`config.mk`:
```
export PLATFORM = sky130hd
export DESIGN_NAME = simon_key_sched
export DESIGN_NICKNAME = d
export VERILOG_FILES = /design/src/rtl/simon_key_sched.sv
export SDC_FILE = /design/constraint.sdc
export NUM_CORES = 1
export LEC_CHECK = 0
export BUFFER_PORTS_ARGS = -buffer_cell sky130_fd_sc_hd__buf_2
export CELL_PAD_IN_SITES_DETAIL_PLACEMENT = 1
export CELL_PAD_IN_SITES_GLOBAL_PLACEMENT = 1
export CORE_MARGIN = 1
export CORE_UTILIZATION = 35
export CTS_CLUSTER_DIAMETER = 30
export DETAILED_ROUTE_END_ITERATION = 8
export GPL_TIMING_DRIVEN = 0
export HOLD_SLACK_MARGIN = 0.03
export PLACE_DENSITY_LB_ADDON = 0.1
export SLEW_MARGIN = 30
export SYNTH_ARGS = -nofsm -noshare
export SYNTH_HDL_FRONTEND = slang
export SYNTH_SLANG_ARGS = --single-unit
```
`constraint.sdc`:
```
create_clock -name clk -period 4.7 [get_ports clk]
set_clock_uncertainty 0.15 [all_clocks]
set_input_delay 0.94 -clock clk [delete_from_list [all_inputs] [get_ports clk]]
set_output_delay 0.94 -clock clk [all_outputs]
set_load 0.01 [all_outputs]
```
`src/rtl/simon_key_sched.sv`:
```
// Simon 64/128 key expansion: loads a 128-bit master key and streams round
// keys k[0]..k[ROUNDS-1] one per accepted valid/ready beat.
module simon_key_sched #(
  parameter int          N      = 32,
  parameter int          ROUNDS = 44,
  parameter logic [61:0] Z_SEQ  = 62'b11011011101011000110010111100000010010001010011100110100001111
) (
  input  logic           clk,
  input  logic           rst,
  input  logic [127:0]   key_in,
  input  logic           start,
  output logic [N-1:0]   rk,
  output logic           rk_valid,
  input  logic           rk_ready,
  output logic [5:0]     rk_idx,
  output logic           busy,
  output logic           done
);

  typedef enum logic {
    IDLE = 1'b0,
    RUN  = 1'b1
  } state_t;

  // The literal reads z3[0] first, so it is bit-reversed to put z3[0] at bit 0.
  function automatic logic [61:0] rev62(input logic [61:0] v);
    logic [61:0] r;
    for (int i = 0; i < 62; i++) r[i] = v[61-i];
    return r;
  endfunction

  localparam logic [61:0] Z_INIT = rev62(Z_SEQ);
  localparam logic [5:0]  LAST_IDX = 6'(ROUNDS - 1);

  function automatic logic [N-1:0] ror1(input logic [N-1:0] x);
    return {x[0], x[N-1:1]};
  endfunction

  function automatic logic [N-1:0] ror3(input logic [N-1:0] x);
    return {x[2:0], x[N-1:3]};
  endfunction

  state_t       state_q, state_d;
  logic [N-1:0] w0_q, w1_q, w2_q, w3_q;
  logic [61:0]  z_q;
  logic [5:0]   idx_q;
  logic         done_q;

  logic         fire;
  logic         last_beat;
  logic [N-1:0] tmp_a, tmp_b, new_word;

  assign fire      = (state_q == RUN) && rk_ready;
  assign last_beat = fire && (idx_q == LAST_IDX);

  always_comb begin
    tmp_a    = ror3(w3_q) ^ w1_q;
    tmp_b    = tmp_a ^ ror1(tmp_a);
    new_word = ~w0_q ^ tmp_b ^ {{(N-1){1'b0}}, z_q[0]} ^ N'(3);
  end

  // NOTE: every variable assigned in always_comb gets a default first, so no
  // path can leave it unassigned and infer a latch.
  always_comb begin
    state_d = state_q;
    case (state_q)
      IDLE: if (start) state_d = RUN;
      RUN:  if (last_beat) state_d = IDLE;
      default: state_d = IDLE;
    endcase
  end

  // NOTE: sequential state uses non-blocking assignments so every register
  // samples pre-edge values regardless of statement order.
  always_ff @(posedge clk) begin
    if (rst) state_q <= IDLE;
    else     state_q <= state_d;
  end

  always_ff @(posedge clk) begin
    if (rst) begin
      w0_q   <= '0;
      w1_q   <= '0;
      w2_q   <= '0;
      w3_q   <= '0;
      z_q    <= '0;
      idx_q  <= '0;
      done_q <= 1'b0;
    end else begin
      done_q <= last_beat;
      if (state_q == IDLE) begin
        if (start) begin
          w0_q  <= key_in[31:0];
          w1_q  <= key_in[63:32];
          w2_q  <= key_in[95:64];
          w3_q  <= key_in[127:96];
          z_q   <= Z_INIT;
          idx_q <= '0;
        end
      end else if (fire) begin
        // Window slides one word; the update on the final beat is never observed.
        w0_q  <= w1_q;
        w1_q  <= w2_q;
        w2_q  <= w3_q;
        w3_q  <= new_word;
        z_q   <= {z_q[0], z_q[61:1]};
        idx_q <= idx_q + 6'd1;
      end
    end
  end

  assign rk       = w0_q;
  assign rk_idx   = idx_q;
  assign rk_valid = (state_q == RUN);
  assign busy     = (state_q == RUN);
  assign done     = done_q;

endmodule

```
Word level (Yosys, flattened, before mapping)
Index checks and enable logic that the tools add are counted.
- flip-flop bits (word level): 198
- input port bits: 132
- output and inout port bits: 41
- word-level logic and storage cells: 43
- add/subtract/negate cells: 1
- equality and inequality tests: 2
- mux-type cells: 21
- bitwise logic cells: 7
- reduce and logical (&&, ||, !) cells: 4
- operator list (operator ; count):
    $mux W32 ; 12
    $mux W62 ; 3
    $xor A32 B32 Y32 ; 3
    $not A32 Y32 ; 1
    $xor A32 B1 Y32 ; 1
    $mux W6 ; 3
    $add A6 B1 Y6 const B ; 1
    $eq A6 B6 Y1 const B ; 1
    $logic_and A1 B1 Y1 ; 2
    $mux W1 ; 2
    $ne A2 B1 Y1 const B ; 1
    $not A2 Y2 ; 1
    $pmux W1 S2 ; 1
    $reduce_and A2 Y1 ; 1
    $reduce_bool A2 Y1 ; 1
    $not A1 Y1 ; 1

Depth between registers and ports, before layout
- word-level depth: 7
- gate-level depth with buffers: 7
- depth with buffers taken out: 4

Worst setup path after synthesis
Ideal clock, no wire load.
- kind: input to register
- from: input port rst
- to: register w1_q[17]
- library setup time: 0.136 ns
- arrival: 1.843 ns
- required time: 4.414 ns
- slack: 2.571 ns
- stages on the path: 4
- path buffers: 3
- path through: clkbuf_1 clkbuf_1 clkbuf_1 a211oi_1
- RTL lines (element ; RTL line ; RTL):
    start, declared ; 9 ; input logic rst,
    end signal, assigned ; 94 ; w1_q <= key_in[63:32];
    end signal, assigned ; 103 ; w1_q <= w2_q;
    end, declared ; 44 ; logic [N-1:0] w0_q, w1_q, w2_q, w3_q;
No word-level cell between the ends.

Final worst setup path
- from: input port rst
- to: register w0_q[1], in the netlist rk[1]
- RTL lines (element ; RTL line ; RTL):
    end signal, assigned ; 93 ; w0_q <= key_in[31:0];
    end signal, assigned ; 102 ; w0_q <= w1_q;
    end, declared ; 44 ;
No word-level cell between the ends.

==> results.json <==
{
  "drc": 0,
  "grt_max_degree": 20,
  "min_from": "z_q[46]",
  "grt_pass1_wl_microns": 47490,
  "finalCriticalPeriod_ns": 2.539,
  "crit_fanout": 10,
  "ys_ff_latch": 198,
  "ant_nets": 0,
  "power_leakage_nw": 4.540,
  "syn2layout_area_growth_pct": 20.06,
  "fin_setup_tns_ns": 0,
  "clk_latency_ns": 0.45,
  "tightest_slew_ns": 0.7436,
  "htree_levels": 4,
  "fin_cells": 1510,
  "hpwlAfterDp_microns": 23110,
  "drt_wl_total_microns": 31250,
  "max_stage_delay_ns": 0.59,
  "routed_via_density": 5.329,
  "startpoint": "rst",
  "drive_gt1_share_pct": 21.79,
  "gp_congestion": 0.7766,
  "postSynthCellCount": 973,
  "dr.pass1.iters": 4,
  "grt_use_total_pct": 23.36,
  "cts.path.max_buffers": 2,
  "crit_type": "input pin to flop",
  "finalSetupViolCount": 0,
  "cts_made_buffers": 17,
  "yosysTopAreaCellShare_pct": 42.53,
  "whs_path_depth": 2,
  "busiest_layer": "met2",
  "clk_pin_slew_ns": 0.08,
  "cp_slowest_cell": "clkbuf_1",
  "diodes": 0,
  "vias": 8047,
  "io_pins": 173,
  "grt_pass1_vias": 8146,
  "hold_end": "z_q[46]",
  "synthTopCellsByArea": "dfxtp_1 43%, mux2i_1 11%, xnor3_1 7.7%, a211oi_1 7.3%, nor2_1 5.6%",
  "peakVddDrop_v": 0.0001767,
  "switching_share_pct": 30.96,
  "cts_sinks": 198,
  "synth_ff_type": "dfxtp_1",
  "p_clk_share_pct": 34.9,
  "yosys.cell_types.count": 33,
  "synthXorXnorAreaFrac_pct": 10.46,
  "grtUsageMet2_pct": 40.24,
  "antenna_found_initial": 0,
  "fp.dieArea_sq_um": 27280,
  "crit_path_start_kind": "input pin",
  "placed_area_sq_um": 10590,
  "start_util_pct": 35.76,
  "met1_usage_pct": 29.98,
  "core_sq_um": 26060,
  "synth-adder-area-share_pct": 0.1343,
  "layout_setup_ws_ns": 2.161,
  "root_buffer": "clkbuf_16",
  "timing.rr.end": "w3_q[22]",
  "ys_async_sr_fraction_pct": 0,
  "totalPowerFinal_mw": 4.326,
  "internal-power_mw": 2.987,
  "fin_crit_sh_pct": 54.02,
  "worst_ep_arrival_time_ns": 2.68,
  "yosys.area.top_type": "dfxtp_1",
  "crit_chain": "clkbuf_1 -> clkbuf_1 -> clkbuf_1 -> a211oi_1",
  "place_inst": 1479,
  "synth_mux_area_share_pct": 10.69,
  "die_w_microns": 165.2,
  "ys_seq_area_share_pct": 42.53,
  "yosys.area_share.simple_pct": 11.96,
  "dp_slack_ns": 1.685,
  "cap_violations": 0,
  "grt_overflow": 0,
  "crit_top_cell": "clkbuf_1",
  "first_iter_violations": 328,
  "comb_power_share_pct": 19.9,
  "p_sw_mw": 1.339,
  "grtUsageMet3_pct": 3.272,
  "nNetsFinal": 1296,
  "cts_tree": "built",
  "hold_violations": 0,
  "critPathBufInv": 3,
  "io_buffers": 171,
  "synth_top_family_by_area": "compound AO/OA/AOI/OAI gates",
  "post_cts_buffers": 0,
  "maxSlewHeadroom_pct": 50.43,
  "wl_per_cell_microns": 20.70,
  "crit_cells": 4,
  "r2r_start": "busy",
  "required_ns": 4.85,
  "final_area_sq_um": 11190,
  "path_delay_family": "buffers and inverters",
  "power.share.sequential_pct": 45.2,
  "synth.net_count": 1106,
  "hp-class": "flop to flop",
  "critPathCaptureType": "flop",
  "rsz0062_at_grt": "no",
  "power_density_nw_per_um2": 386.6,
  "synth.avg_cell_area_sq_um": 9.578,
  "synth-edff-count": 0,
  "ys_warn_count": 0,
  "die_y_microns": 165.2,
  "r2r_slack_ns": 2.63,
  "slew_viol_final": 0,
  "r2r_cells": 6,
  "fmax_ghz": 0.3938,
  "hold_buffers": 0,
  "row_count": 59,
  "ctsResizeCount": 0,
  "status": "finished, final reports clean",
  "synth_area_sq_um": 9319,
  "synth_compound_area_share_pct": 18.93
}
[flip-flops by register name, indices dropped and copies added (netlist names)]
name and cells:
rk_idx 6, w2_q 32, w1_q 32, w3_q 32
rk 32, busy 1, z_q 62, done 1
[cell usage in the layout, fill, tap and decap left out, types with 2 or more instances in the layout]
| master | n |
|---|---|
| o22ai_1 | 8 |
| dfxtp_1 | 198 |
| buf_6 | 14 |
| buf_1 | 6 |
| clkinv_4 | 4 |
| nand2_1 | 50 |
| a22oi_1 | 32 |
| buf_4 | 2 |
| a211oi_2 | 7 |
| inv_1 | 2 |
| nor2_1 | 140 |
| o21ai_0 | 33 |
| clkbuf_16 | 17 |
| xnor2_1 | 27 |
| clkinv_8 | 3 |
| xnor3_1 | 32 |
| a211oi_1 | 90 |
| xor2_1 | 2 |
| clkinvlp_4 | 2 |
| nand3_1 | 34 |
| or3_1 | 32 |
| mux2i_1 | 98 |
| a31oi_1 | 54 |
| a21oi_1 | 33 |
| clkbuf_1 | 40 |
| buf_2 | 199 |
| inv_6 | 2 |
| inv_8 | 2 |
[final cells by class]
cell class | instances | area [sq um]
inverters | 2 | 7.507
fillers | 3036 | 14870
clock inverters | 14 | 168.9
flip-flops and latches | 198 | 3964
well taps | 335 | 419.2
clock buffers | 17 | 425.4
multi-input cells | 683 | 4862
plain buffers | 90 | 485.5
repair buffers | 171 | 855.8
[metrics by stage]
stage | hold WS, ns | utilization, %
finish | 0.3324 | 42.93
floorplan | 0.3054 | -
global route | 0.3554 | 42.93
global placement | 0.3134 | 40.65
CTS | 0.3369 | 42.93
detailed placement | 0.3231 | 40.65
[worst max-delay path by stage]
stage | to | slack (ns)
2_1_floorplan | w1_q[17] | 2.57
3_3_place_gp | w1_q[20] | 1.72
3_5_place_dp | w1_q[20] | 1.68
4_1_cts | w1_q[20] | 2.18
5_1_grt | w1_q[23] | 2.07
6_report | rk[1] | 2.16
[power groups by stage]
stage | logic [mW] | clock network, mW | registers [mW]
after floorplan | 0.593 | 0 | 1.96
after global placement | 0.848 | 0 | 1.99
after detailed placement | 0.863 | 0 | 1.99
after CTS | 0.868 | 1.54 | 1.96
after global routing | 0.944 | 1.60 | 1.97
final | 0.862 | 1.51 | 1.95
[worst reg2reg max path, stage by stage, from the launching register on]
cell	delay, ns
dfxtp_1	0.33
buf_4	0.17
nand2_1	0.10
buf_2	0.30
clkbuf_1	0.52
a21oi_1	0.19
a31oi_1	0.21
[cells in the mapped netlist, drive strengths merged, types with 2 or more instances]
| cell type | number |
|---|---|
| dfxtp | 198 |
| nor2 | 140 |
| mux2i | 98 |
| a211oi | 97 |
| a31oi | 54 |
| buf | 50 |
| nand2 | 50 |
| clkbuf | 40 |
| nand3 | 34 |
| a21oi | 33 |
| o21ai | 33 |
| a22oi | 32 |
| or3 | 32 |
| xnor3 | 32 |
| xnor2 | 27 |
| o22ai | 8 |
| inv | 2 |
| xor2 | 2 |
[layer usage]
| layer | share of wire (%) | wire length [microns] | up-vias |
|---|---|---|---|
| met5 | 0 | 0 | - |
| met4 | 1.7 | 520 | 0 |
| met3 | 3.7 | 1149 | 33 |
| met2 | 49 | 15270 | 163 |
| met1 | 46 | 14310 | 3933 |
| li1 | - | - | 3918 |
[kinds of logic (layout without fill, tap and decap cells)]
kind of cell | Yosys count | in the layout
compound gates | 261 | 261
xor+xnor | 61 | 61
fa+ha+maj | 1 | 1
buf+inv | 92 | 294
flops | 198 | 198
mux | 99 | 99
simple gates | 261 | 261
Power figures use the tool's default switching activity.
